--- config.mk ---
export PLATFORM = sky130hd
export DESIGN_NAME = instr_encoder
export DESIGN_NICKNAME = d
export VERILOG_FILES = /design/src/rtl/instr_pkg.sv /design/src/rtl/instr_field_pack.sv /design/src/rtl/instr_encoder.sv
export SDC_FILE = /design/constraint.sdc
export NUM_CORES = 1
export LEC_CHECK = 0
export ABC_AREA = 1
export BUFFER_PORTS_ARGS = -buffer_cell sky130_fd_sc_hd__buf_2
export CORE_UTILIZATION = 35
export CTS_CLUSTER_SIZE = 10
export DETAILED_ROUTE_END_ITERATION = 8
export GPL_TIMING_DRIVEN = 0
export SYNTH_ARGS = -nofsm -noshare
export SYNTH_HDL_FRONTEND = slang
export SYNTH_SLANG_ARGS = --single-unit
--- constraint.sdc ---
create_clock -name clk -period 5.3 [get_ports clk]
set_clock_uncertainty 0.05 [all_clocks]
set_input_delay 0.265 -clock clk [delete_from_list [all_inputs] [get_ports clk]]
set_output_delay 0.265 -clock clk [all_outputs]
set_load 0.01 [all_outputs]
--- src/rtl/instr_pkg.sv ---
// instr_pkg: definitions shared by the instruction encoder and the CPU decode path.
// Contents:
//   mnem_t        - symbolic mnemonic codes (values 11..15 are illegal)
//   OP_* / FN_*   - MIPS opcode and funct field values
//   state_t       - encoder controller states
//   r_word/i_word/j_word - field packers for the three instruction formats
package instr_pkg;

    typedef enum logic [3:0] {
        NOP = 4'd0,
        ADD = 4'd1,
        SUB = 4'd2,
        JR  = 4'd3,
        ORI = 4'd4,
        LW  = 4'd5,
        SW  = 4'd6,
        BEQ = 4'd7,
        LUI = 4'd8,
        J   = 4'd9,
        JAL = 4'd10
    } mnem_t;

    localparam logic [5:0] OP_RTYPE = 6'h00;
    localparam logic [5:0] OP_J     = 6'h02;
    localparam logic [5:0] OP_JAL   = 6'h03;
    localparam logic [5:0] OP_BEQ   = 6'h04;
    localparam logic [5:0] OP_ORI   = 6'h0D;
    localparam logic [5:0] OP_LUI   = 6'h0F;
    localparam logic [5:0] OP_LW    = 6'h23;
    localparam logic [5:0] OP_SW    = 6'h2B;

    localparam logic [5:0] FN_JR    = 6'h08;
    localparam logic [5:0] FN_ADD   = 6'h20;
    localparam logic [5:0] FN_SUB   = 6'h22;

    typedef enum logic [1:0] {
        ST_LOAD = 2'd0,
        ST_FULL = 2'd1,
        ST_DONE = 2'd2
    } state_t;

    // R-type: shamt is always zero in the supported subset.
    function automatic logic [31:0] r_word(input logic [4:0] rs, input logic [4:0] rt,
                                           input logic [4:0] rd, input logic [5:0] funct);
        return {OP_RTYPE, rs, rt, rd, 5'd0, funct};
    endfunction

    function automatic logic [31:0] i_word(input logic [5:0] op, input logic [4:0] rs,
                                           input logic [4:0] rt, input logic [15:0] imm);
        return {op, rs, rt, imm};
    endfunction

    function automatic logic [31:0] j_word(input logic [5:0] op, input logic [25:0] target);
        return {op, target};
    endfunction

endpackage

--- src/rtl/instr_field_pack.sv ---
// instr_field_pack: combinational mapping of a symbolic request to a 32-bit MIPS word.
// Ports:
//   mnem   in  4   mnemonic code (instr_pkg::mnem_t values)
//   rs/rt/rd in 5  register fields
//   imm    in  16  immediate / branch offset
//   target in  26  jump target
//   word   out 32  encoded instruction (0 when illegal)
//   legal  out 1   mnemonic is in the supported subset
module instr_field_pack
    import instr_pkg::*;
(
    input  logic [3:0]  mnem,
    input  logic [4:0]  rs,
    input  logic [4:0]  rt,
    input  logic [4:0]  rd,
    input  logic [15:0] imm,
    input  logic [25:0] target,
    output logic [31:0] word,
    output logic        legal
);

    always_comb begin
        word  = 32'h0;
        legal = 1'b1;
        case (mnem_t'(mnem))
            NOP: word = 32'h0;
            ADD: word = r_word(rs, rt, rd, FN_ADD);
            SUB: word = r_word(rs, rt, rd, FN_SUB);
            // jr only uses rs; rt/rd are forced to zero regardless of the request.
            JR:  word = r_word(rs, 5'd0, 5'd0, FN_JR);
            ORI: word = i_word(OP_ORI, rs, rt, imm);
            LW:  word = i_word(OP_LW, rs, rt, imm);
            SW:  word = i_word(OP_SW, rs, rt, imm);
            BEQ: word = i_word(OP_BEQ, rs, rt, imm);
            // lui has no source register; rs is forced to zero.
            LUI: word = i_word(OP_LUI, 5'd0, rt, imm);
            J:   word = j_word(OP_J, target);
            JAL: word = j_word(OP_JAL, target);
            default: legal = 1'b0;
        endcase
    end

endmodule

--- src/rtl/instr_encoder.sv ---
// instr_encoder: accepts symbolic instruction requests, encodes them and streams the
// words into instruction memory at consecutive word addresses starting at BASE_ADDR.
// Ports:
//   clk, reset (synchronous, active-low)
//   req_valid/req_ready handshake; req_mnem, req_rs/rt/rd, req_imm, req_target fields
//   finish  - end-of-program pulse; restart - leave DONE and clear the counter
//   im_we/im_addr/im_wdata - instruction-memory write port (one cycle after transfer)
//   prog_len - words written; done - program complete; err - sticky illegal mnemonic
//   wrapped  - (only with INSTR_ENC_WRAP_EN) sticky: the write index wrapped past DEPTH
// Build option: define INSTR_ENC_WRAP_EN to let the write index wrap modulo DEPTH
// instead of stopping in FULL.
module instr_encoder
    import instr_pkg::*;
#(
    parameter int          DEPTH     = 1024,
    parameter int          ADDR_W    = 10,
    parameter logic [31:0] BASE_ADDR = 32'h0000_3000
) (
    input  logic              clk,
    input  logic              reset,
    input  logic              req_valid,
    output logic              req_ready,
    input  logic [3:0]        req_mnem,
    input  logic [4:0]        req_rs,
    input  logic [4:0]        req_rt,
    input  logic [4:0]        req_rd,
    input  logic [15:0]       req_imm,
    input  logic [25:0]       req_target,
    input  logic              finish,
    input  logic              restart,
    output logic              im_we,
    output logic [31:0]       im_addr,
    output logic [31:0]       im_wdata,
    output logic [ADDR_W:0]   prog_len,
    output logic              done,
`ifdef INSTR_ENC_WRAP_EN
    output logic              wrapped,
`endif
    output logic              err
);

    localparam int CNT_W  = ADDR_W + 1;
    localparam int FILL_W = ADDR_W + 2;
    localparam logic [FILL_W-1:0] DEPTH_F = FILL_W'(DEPTH);

    state_t              state;
    logic [ADDR_W-1:0]   slot_reg;      // memory index of the next write
    logic [ADDR_W:0]     count_reg;     // committed words (prog_len)
    logic                we_reg;        // a write is pending on the memory port
    logic [31:0]         addr_reg;
    logic [31:0]         wdata_reg;
    logic                err_reg;
    logic                finish_pend;   // finish seen together with a transfer
`ifdef INSTR_ENC_WRAP_EN
    logic                wrapped_reg;
`else
    logic [FILL_W-1:0]   fill_after;
`endif

    logic [31:0]         pack_word;
    logic                pack_legal;
    logic [FILL_W-1:0]   fill;          // committed words plus the pending one
    logic                can_take;
    logic                xfer;
    logic                wr;

    instr_field_pack u_pack (
        .mnem   (req_mnem),
        .rs     (req_rs),
        .rt     (req_rt),
        .rd     (req_rd),
        .imm    (req_imm),
        .target (req_target),
        .word   (pack_word),
        .legal  (pack_legal)
    );

    always_comb begin
        fill = FILL_W'(count_reg) + FILL_W'(we_reg);
`ifdef INSTR_ENC_WRAP_EN
        can_take = (state == ST_LOAD) && !finish_pend;
`else
        can_take = (state == ST_LOAD) && !finish_pend && (fill < DEPTH_F);
`endif
        xfer = req_valid && can_take;
        // Illegal mnemonics are consumed but never reach the memory port.
        wr   = xfer && pack_legal;
`ifndef INSTR_ENC_WRAP_EN
        fill_after = fill + FILL_W'(wr);
`endif
    end

    always_ff @(posedge clk) begin
        if (!reset) begin
            state       <= ST_LOAD;
            slot_reg    <= '0;
            count_reg   <= '0;
            we_reg      <= 1'b0;
            addr_reg    <= BASE_ADDR;
            wdata_reg   <= 32'h0;
            err_reg     <= 1'b0;
            finish_pend <= 1'b0;
`ifdef INSTR_ENC_WRAP_EN
            wrapped_reg <= 1'b0;
`endif
        end else begin
            we_reg <= wr;
            if (wr) begin
                addr_reg  <= BASE_ADDR + {{(30-ADDR_W){1'b0}}, slot_reg, 2'b00};
                wdata_reg <= pack_word;
                slot_reg  <= slot_reg + ADDR_W'(1);
            end
            // The word counts as written once its write cycle completes.
            if (we_reg) begin
`ifdef INSTR_ENC_WRAP_EN
                if (FILL_W'(count_reg) != DEPTH_F) begin
                    count_reg <= count_reg + CNT_W'(1);
                end
`else
                count_reg <= count_reg + CNT_W'(1);
`endif
            end
            if (xfer && !pack_legal) begin
                err_reg <= 1'b1;
            end
`ifdef INSTR_ENC_WRAP_EN
            // DEPTH words already written or in flight: this one overwrites slot 0 onwards.
            if (wr && (fill >= DEPTH_F)) begin
                wrapped_reg <= 1'b1;
            end
`endif
            case (state)
                ST_LOAD, ST_FULL: begin
                    if (finish || finish_pend) begin
                        // A word accepted with finish must land before done rises.
                        if (wr) begin
                            finish_pend <= 1'b1;
                        end else begin
                            finish_pend <= 1'b0;
                            state       <= ST_DONE;
                        end
                    end
`ifndef INSTR_ENC_WRAP_EN
                    else if (fill_after >= DEPTH_F) begin
                        state <= ST_FULL;
                    end
`endif
                end
                ST_DONE: begin
                    if (restart) begin
                        state     <= ST_LOAD;
                        slot_reg  <= '0;
                        count_reg <= '0;
                        err_reg   <= 1'b0;
`ifdef INSTR_ENC_WRAP_EN
                        wrapped_reg <= 1'b0;
`endif
                    end
                end
                default: state <= ST_LOAD;
            endcase
        end
    end

    // reset also masks the port combinationally so a write in flight is dropped at once.
    assign req_ready = can_take && reset;
    assign im_we     = we_reg && reset;
    assign im_addr   = addr_reg;
    assign im_wdata  = wdata_reg;
    assign prog_len  = count_reg;
    assign done      = (state == ST_DONE);
    assign err       = err_reg;
`ifdef INSTR_ENC_WRAP_EN
    assign wrapped   = wrapped_reg;
`endif

endmodule

# Yosys cells after proc, flatten, opt, wreduce, memory -nomap -nowiden
# Index checks and enable logic that the tools add are counted.
# word_totals
elab_cells,63
out_inout_bits,79
rom_bits,0
mem_count,0
register_bits,90
in_bits,66
mem_bits_rw,0
latchBits,0
# op_classes
n_div,0
mux,17
order_cmp,2
n_mul,0
bitwise_logic,0
eq_ne,15
add_sub_neg,5
reduce_logical,16
shift,0
# op_table
cell,n
32-bit one-hot mux with 10 select lines,1
11-bit two-way mux,3
10-bit two-way mux,3
4-bit by 3-bit == test with 1-bit output (second input constant),4
14-bit by 12-bit adder with 15-bit output (first input constant),1
11-bit by 1-bit adder with 12-bit output,1
12-bit by 1-bit adder with 12-bit output,1
4-bit == test (second input constant),3
12-bit by 11-bit greater-or-equal comparator with 1-bit output (second input constant),1
12-bit by 11-bit < comparator with 1-bit output (second input constant),1
11-bit by 1-bit adder with 11-bit output (second input constant),1
11-bit OR reduction,1
10-bit by 1-bit adder with 10-bit output (second input constant),1
4-bit by 2-bit == test with 1-bit output (second input constant),2
2-bit two-way mux,4
1-bit logical AND,7
3-bit inequality test (second input constant),2
1-bit two-way mux,5
4-bit by 1-bit == test with 1-bit output (second input constant),1
4-bit logical NOT,1
2-bit one-hot mux with 2 select lines,1
3-bit AND reduction,1
2-bit by 1-bit == test with 1-bit output (second input constant),1
2-bit == test (second input constant),1
6 further kinds,7

# Logic depth before layout (Yosys ltp)
# depth
depth_word,10
mapped_depth,26

# Hierarchy
# Synthesis repeated with hierarchy kept, for this count alone.
# hier_totals
hier_cells,578
hier_area_um2,3771.1
# by_module_without_submodules
mod,cells_per_inst,area_each_um2,n_inst,seq_area_each_um2
instr_encoder,457,3234.4,1,1361.3
instr_field_pack,121,536.8,1,0.0

# Worst setup path after synthesis
# No wires, ideal clock.
# synth_path
kind,register -> register
start,reg count_reg[0] (netlist: prog_len[0])
end,reg state[0]
setup_slack_ns,2.154
path_stages_with_launch,24
setup_ns,0.115
arrival_ns,2.981
synth_period_minus_slack_ns,3.146
cell_sequence,dfxtp_1 > ha_1 > ha_1 > nand2_1 > nor2_4 > nand4_1 > nand2_2 > inv_2 > nor2_4 > nand3_4 > inv_2 > buf_6 > buf_4 > ha_1 > ha_1 > inv_1 > nor3_1 > nand3b_1 > nor2_1 > a21oi_1 > nor2_1 > nand2_1 > a21oi_1 > nor2_1
# synth_via
elab_chain_cells,9
# synth_lines
element,line,text
from (decl),instr_encoder.sv:48,logic [ADDR_W:0] count_reg;
from (signal assigned),instr_encoder.sv:120,count_reg <= count_reg + CNT_W'(1);
11-bit by 1-bit adder with 12-bit output (*),instr_encoder.sv:79,fill = FILL_W'(count_reg) + FILL_W'(we_reg);
12-bit by 11-bit < comparator with 1-bit output (*),instr_encoder.sv:83,can_take = (state == ST_LOAD) && !finish_pend && (fill < DEPTH_F);
1-bit logical AND (*),instr_encoder.sv:83,
1-bit logical AND (*),instr_encoder.sv:85,xfer = req_valid && can_take;
1-bit logical AND (*),instr_encoder.sv:87,wr = xfer && pack_legal;
named net wr,instr_encoder.sv:65,logic wr;
12-bit by 1-bit adder with 12-bit output,instr_encoder.sv:89,fill_after = fill + FILL_W'(wr);
12-bit by 11-bit greater-or-equal comparator with 1-bit output,instr_encoder.sv:144,else if (fill_after >= DEPTH_F) begin
3-bit inequality test (no line),-,
3-bit AND reduction (no line) (*),-,
to (signal assigned),instr_encoder.sv:95,state <= ST_LOAD;
to (signal assigned),instr_encoder.sv:145,state <= ST_FULL;
to (signal assigned),instr_encoder.sv:151,state <= ST_LOAD;
to (decl),instr_encoder.sv:46,state_t state;
# Mark *: on every way through the listed nets, which the timed path passes. The rest lies on a longest branch.
# A chain may end at the register's enable or synchronous reset.

# Worst setup path after layout
# layout_path
start,reg we_reg
end,reg state[0]
# layout_via
elab_chain_cells,9
# layout_lines
element,line,text
from (decl),instr_encoder.sv:49,logic we_reg;
from (signal assigned),instr_encoder.sv:107,we_reg <= wr;
11-bit by 1-bit adder with 12-bit output (*),instr_encoder.sv:79,
12-bit by 11-bit < comparator with 1-bit output (*),instr_encoder.sv:83,
1-bit logical AND (*),instr_encoder.sv:83,
1-bit logical AND (*),instr_encoder.sv:85,
1-bit logical AND (*),instr_encoder.sv:87,
named net wr,instr_encoder.sv:65,
12-bit by 1-bit adder with 12-bit output,instr_encoder.sv:89,
12-bit by 11-bit greater-or-equal comparator with 1-bit output,instr_encoder.sv:144,
3-bit inequality test (no line),-,
3-bit AND reduction (no line) (*),-,
# Marks and branches as above.

==> impl_metrics.ini <==
[routing]
drc = 0
num_vias = 3639
detailedRoute.firstPassIterationCount = 4
routed_wire_length_per_instance_um = 11.44
number_of_routed_nets_with_antenna_violations = 0
route.final.wire_length_um = 9344
vias_per_cell = 4.454
drtIter0Drc = 130

[synthesis]
syn_area_per_cell_um2 = 6.844
synth_top_area_frac = 0.3726
post_synth_main_area_contributors = sky130_fd_sc_hd__dfxtp_1 37%, sky130_fd_sc_hd__nand2_1 15%, sky130_fd_sc_hd__nor2_1 6.7%, sky130_fd_sc_hd__a21oi_1 5.7%, sky130_fd_sc_hd__buf_4 5.4%
synth_xor_xnor_area_share = 0.02920
post_synth_fa_ha_maj_area_fraction = 0.02086
async_flop_share = 0
number_of_flops_mapped_to_enable_cells_by_yosys = 0
yosysTopAreaCell = sky130_fd_sc_hd__dfxtp_1
post_synth_num_cell_types = 34
synthCells = 526
synth-compound-area-share = 0.1317
synth-simple-area-share = 0.3073
dominant_combinational_cell_family_by_area_after_synthesis = simple AND/OR/NAND/NOR gates
synth.ff_latch_count = 67
synth-main-ff-cell = sky130_fd_sc_hd__dfxtp_1
post_synthesis_mux_area_share = 0.002781
yosysWarningCount = 0
mappedNetlistArea_um2 = 3600
ys_seq_area_frac = 0.3726

[hold_path]
holdPathEnd = im_wdata[29]$_SDFFE_PN0N_
worst_hold_stages = 2
min_from = req_mnem[0]
hold_class = input pin to register

[layout]
n_antenna_cell = 0
area.sequential_um2 = 1341
finish.utilization = 0.4713
multi_input_comb_area_um2 = 1857
final_nets = 751
instances_no_fill = 817
synthToLayoutAreaGrowth_pct = 29.16
filler_cell_count = 1038
final_layout_size_suffix_gt1_frac = 0.2705
largest_register_ff_count = 31

[worst_setup_path]
cp.buffers_inverters = 5
r2r-start = we_reg$_SDFF_PN0_
r2r.worst_path.cells = 23
critPathKind = register to register
cp.arrival_ns = 3.77
cp_top_family = simple AND/OR/NAND/NOR gates
worstSetupStartpointType = register
cp-startpoint = we_reg$_SDFF_PN0_
crit_path_top_delay_cell = sky130_fd_sc_hd__dfxtp_1
endpoint_kind = register
cpPeakStageDelay_ns = 0.42
crit_path_cell_trace = ha_1 > ha_1 > nand2_1 > nor2_4 > nand4_1 > nand2_2 > inv_2 > nor2_4 > nand3_4 > inv_2 > buf_6 > buf_4 > ha_1 > ha_1 > inv_1 > nor3_1 > nand3b_1 > nor2_1 > a21oi_1 > nor2_1 > nand2_1 > a21oi_1 > nor2_1
critical_path.reg2reg.endpoint = state[0]$_SDFFE_PN0P_
cp.required_ns = 5.49
critical-path-top-cell-by-count = sky130_fd_sc_hd__ha_1
register_to_register_setup_slack_ns = 1.72
critical_path_peak_fanout = 10

[floorplanning]
initial_core_util = 0.3649
ioPinCount = 145
fp-row-count = 36
floorplan.core_area_um2 = 9864
die-width_um = 103.4
fp.dieArea_um2 = 10690
fp.dieH_um = 103.4

[global_routing]
grt_antenna_before_repair = 0
first_global_vias = 3335
grt_use_total = 0.1900
overflow = 0
largest_net_degree_at_the_start_of_global_routing = 14
grt_pass1_wl_um = 15660

[timing]
timing.hold.ws_ns = 0.1113
timing.setup.tns_ns = 0
fmax_ghz = 0.2792
maxSlewHeadroom = 0.5926
period_needed_ns = 3.582
unrepaired_setup_endpoints_after_global_routing = false
final_report_setup_violation_count = 0
maxSlewViolCount = 0
hold_violations = 0
post-route-period-util = 0.6759
worst_pin_slew_ns = 0.6111

[cts]
h-tree-depth = 3
clockBufferDepth = 2
cts.repair.resized = 0
cts_tree = done
cts_hold_buffers = 0
cts.repair_timing.setup_buffer_count = 0
cts_root_buffer = sky130_fd_sc_hd__clkbuf_8
clock_insertion_delay_worst_skew_ns = 0.35
cts.clk_slew.worst_paths_ns = 0.09
tritoncts.num_buffers = 9
clock_sinks = 67

[power]
vdd.ir_drop.worst_v = 0.0001619
pwr_density_cell_nw_per_um2 = 260.3
p_leak_uw = 0.002253
design_power_total_uw = 1210

[status]
status = completed

[place]
detailedPlacementHpwl_um = 7348
place.gp.congestion = 0.8515
numPortBuffers = 121
numPlacedInstances = 801

[run]
max_cap_viol_count = 0
## power breakdown
part	internal (uW)	total, uW	switching, uW
clock network	219	435	215
registers	530	549	18.1
logic	93.4	227	134
total	843	1210	367
## cell type report
cell class	count	area share
inverter	49	0.03956
tap	133	0.03579
buffer	45	0.06378
multi-input combinational	386	0.3994
sequential	67	0.2885
clock buffer	9	0.02664
timing repair buffer	121	0.1302
clock inverter	7	0.01615
## layout by cell type (no fill, tap or decap), drive strengths merged, types with 2 or more instances in the layout
master / n
buf: 157
conb: 23
nor3: 9
nand2: 144
clkbuf: 18
nand3b: 2
nand4: 8
o211ai: 2
a211oi: 2
nand3: 29
a21oi: 41
nor2: 69
xor2: 11
clkinvlp: 3
ha: 6
a22o: 8
inv: 51
dfxtp: 67
o21ai: 24
## cells in the mapped netlist, types with 3 or more instances
cell,number
sky130_fd_sc_hd__nand3_1,28
sky130_fd_sc_hd__buf_4,26
sky130_fd_sc_hd__buf_6,3
sky130_fd_sc_hd__nor2_4,3
sky130_fd_sc_hd__nor2_1,64
sky130_fd_sc_hd__inv_1,46
sky130_fd_sc_hd__dfxtp_1,67
sky130_fd_sc_hd__inv_2,3
sky130_fd_sc_hd__nor3_1,9
sky130_fd_sc_hd__a21oi_1,41
sky130_fd_sc_hd__buf_2,6
sky130_fd_sc_hd__nand4_1,8
sky130_fd_sc_hd__xor2_1,11
sky130_fd_sc_hd__nand2_1,142
sky130_fd_sc_hd__o21ai_0,24
sky130_fd_sc_hd__ha_1,6
sky130_fd_sc_hd__clkbuf_1,9
sky130_fd_sc_hd__a22o_1,8
## how the worst max path moves through the flow
stage	depth (start not counted)	slack, ns	to
2_1_floorplan	23	2.15	state[0]$_SDFFE_PN0P_
3_3_place_gp	23	1.75	state[0]$_SDFFE_PN0P_
3_5_place_dp	23	1.73	state[0]$_SDFFE_PN0P_
4_1_cts	23	1.70	state[0]$_SDFFE_PN0P_
5_1_grt	23	1.26	state[0]$_SDFFE_PN0P_
6_report	23	1.72	state[0]$_SDFFE_PN0P_
## kinds of logic after synthesis
| logic type | count (synthesis) |
|---|---|
| AOI/OAI and AO/OA | 82 |
| xor gates and xnor gates | 12 |
| adders and majority gates | 6 |
| buffers and inverters | 94 |
| DFF | 67 |
| muxes | 1 |
| other | 2 |
| and+or+nand+nor | 262 |
## per-stage QoR
| stage | setup WS, ns | area, um^2 |
|---|---|---|
| floorplan | 2.154 | 3679 |
| global route | 1.265 | 4649 |
| finish | 1.718 | 4649 |
| detailed placement | 1.730 | 4451 |
| global placement | 1.749 | 4451 |
| CTS | 1.700 | 4649 |
## worst reg2reg max path: stages (launching register included)
cell,delay (ns)
sky130_fd_sc_hd__dfxtp_1,0.42
sky130_fd_sc_hd__ha_1,0.23
sky130_fd_sc_hd__ha_1,0.20
sky130_fd_sc_hd__nand2_1,0.11
sky130_fd_sc_hd__nor2_4,0.15
sky130_fd_sc_hd__nand4_1,0.13
sky130_fd_sc_hd__nand2_2,0.12
sky130_fd_sc_hd__inv_2,0.06
sky130_fd_sc_hd__nor2_4,0.14
sky130_fd_sc_hd__nand3_4,0.14
sky130_fd_sc_hd__inv_2,0.09
sky130_fd_sc_hd__buf_6,0.15
sky130_fd_sc_hd__buf_4,0.21
sky130_fd_sc_hd__ha_1,0.20
sky130_fd_sc_hd__ha_1,0.14
sky130_fd_sc_hd__inv_1,0.04
sky130_fd_sc_hd__nor3_1,0.17
sky130_fd_sc_hd__nand3b_1,0.10
sky130_fd_sc_hd__nor2_1,0.13
sky130_fd_sc_hd__a21oi_1,0.08
sky130_fd_sc_hd__nor2_1,0.14
sky130_fd_sc_hd__nand2_1,0.10
sky130_fd_sc_hd__a21oi_1,0.13
sky130_fd_sc_hd__nor2_1,0.06
## layer usage
metal  GRT usage  wire length (um)  vias to the layer above  share of wire
li1            -                 -                     1937              -
met1      0.2384              4334                     1579           0.46
met2      0.3031              4211                      115           0.45
met3     0.06586               705                        8          0.075
met4     0.06501                93                        0          0.010
met5           0                 0                        -              0
Power figures use the tool's default switching activity.
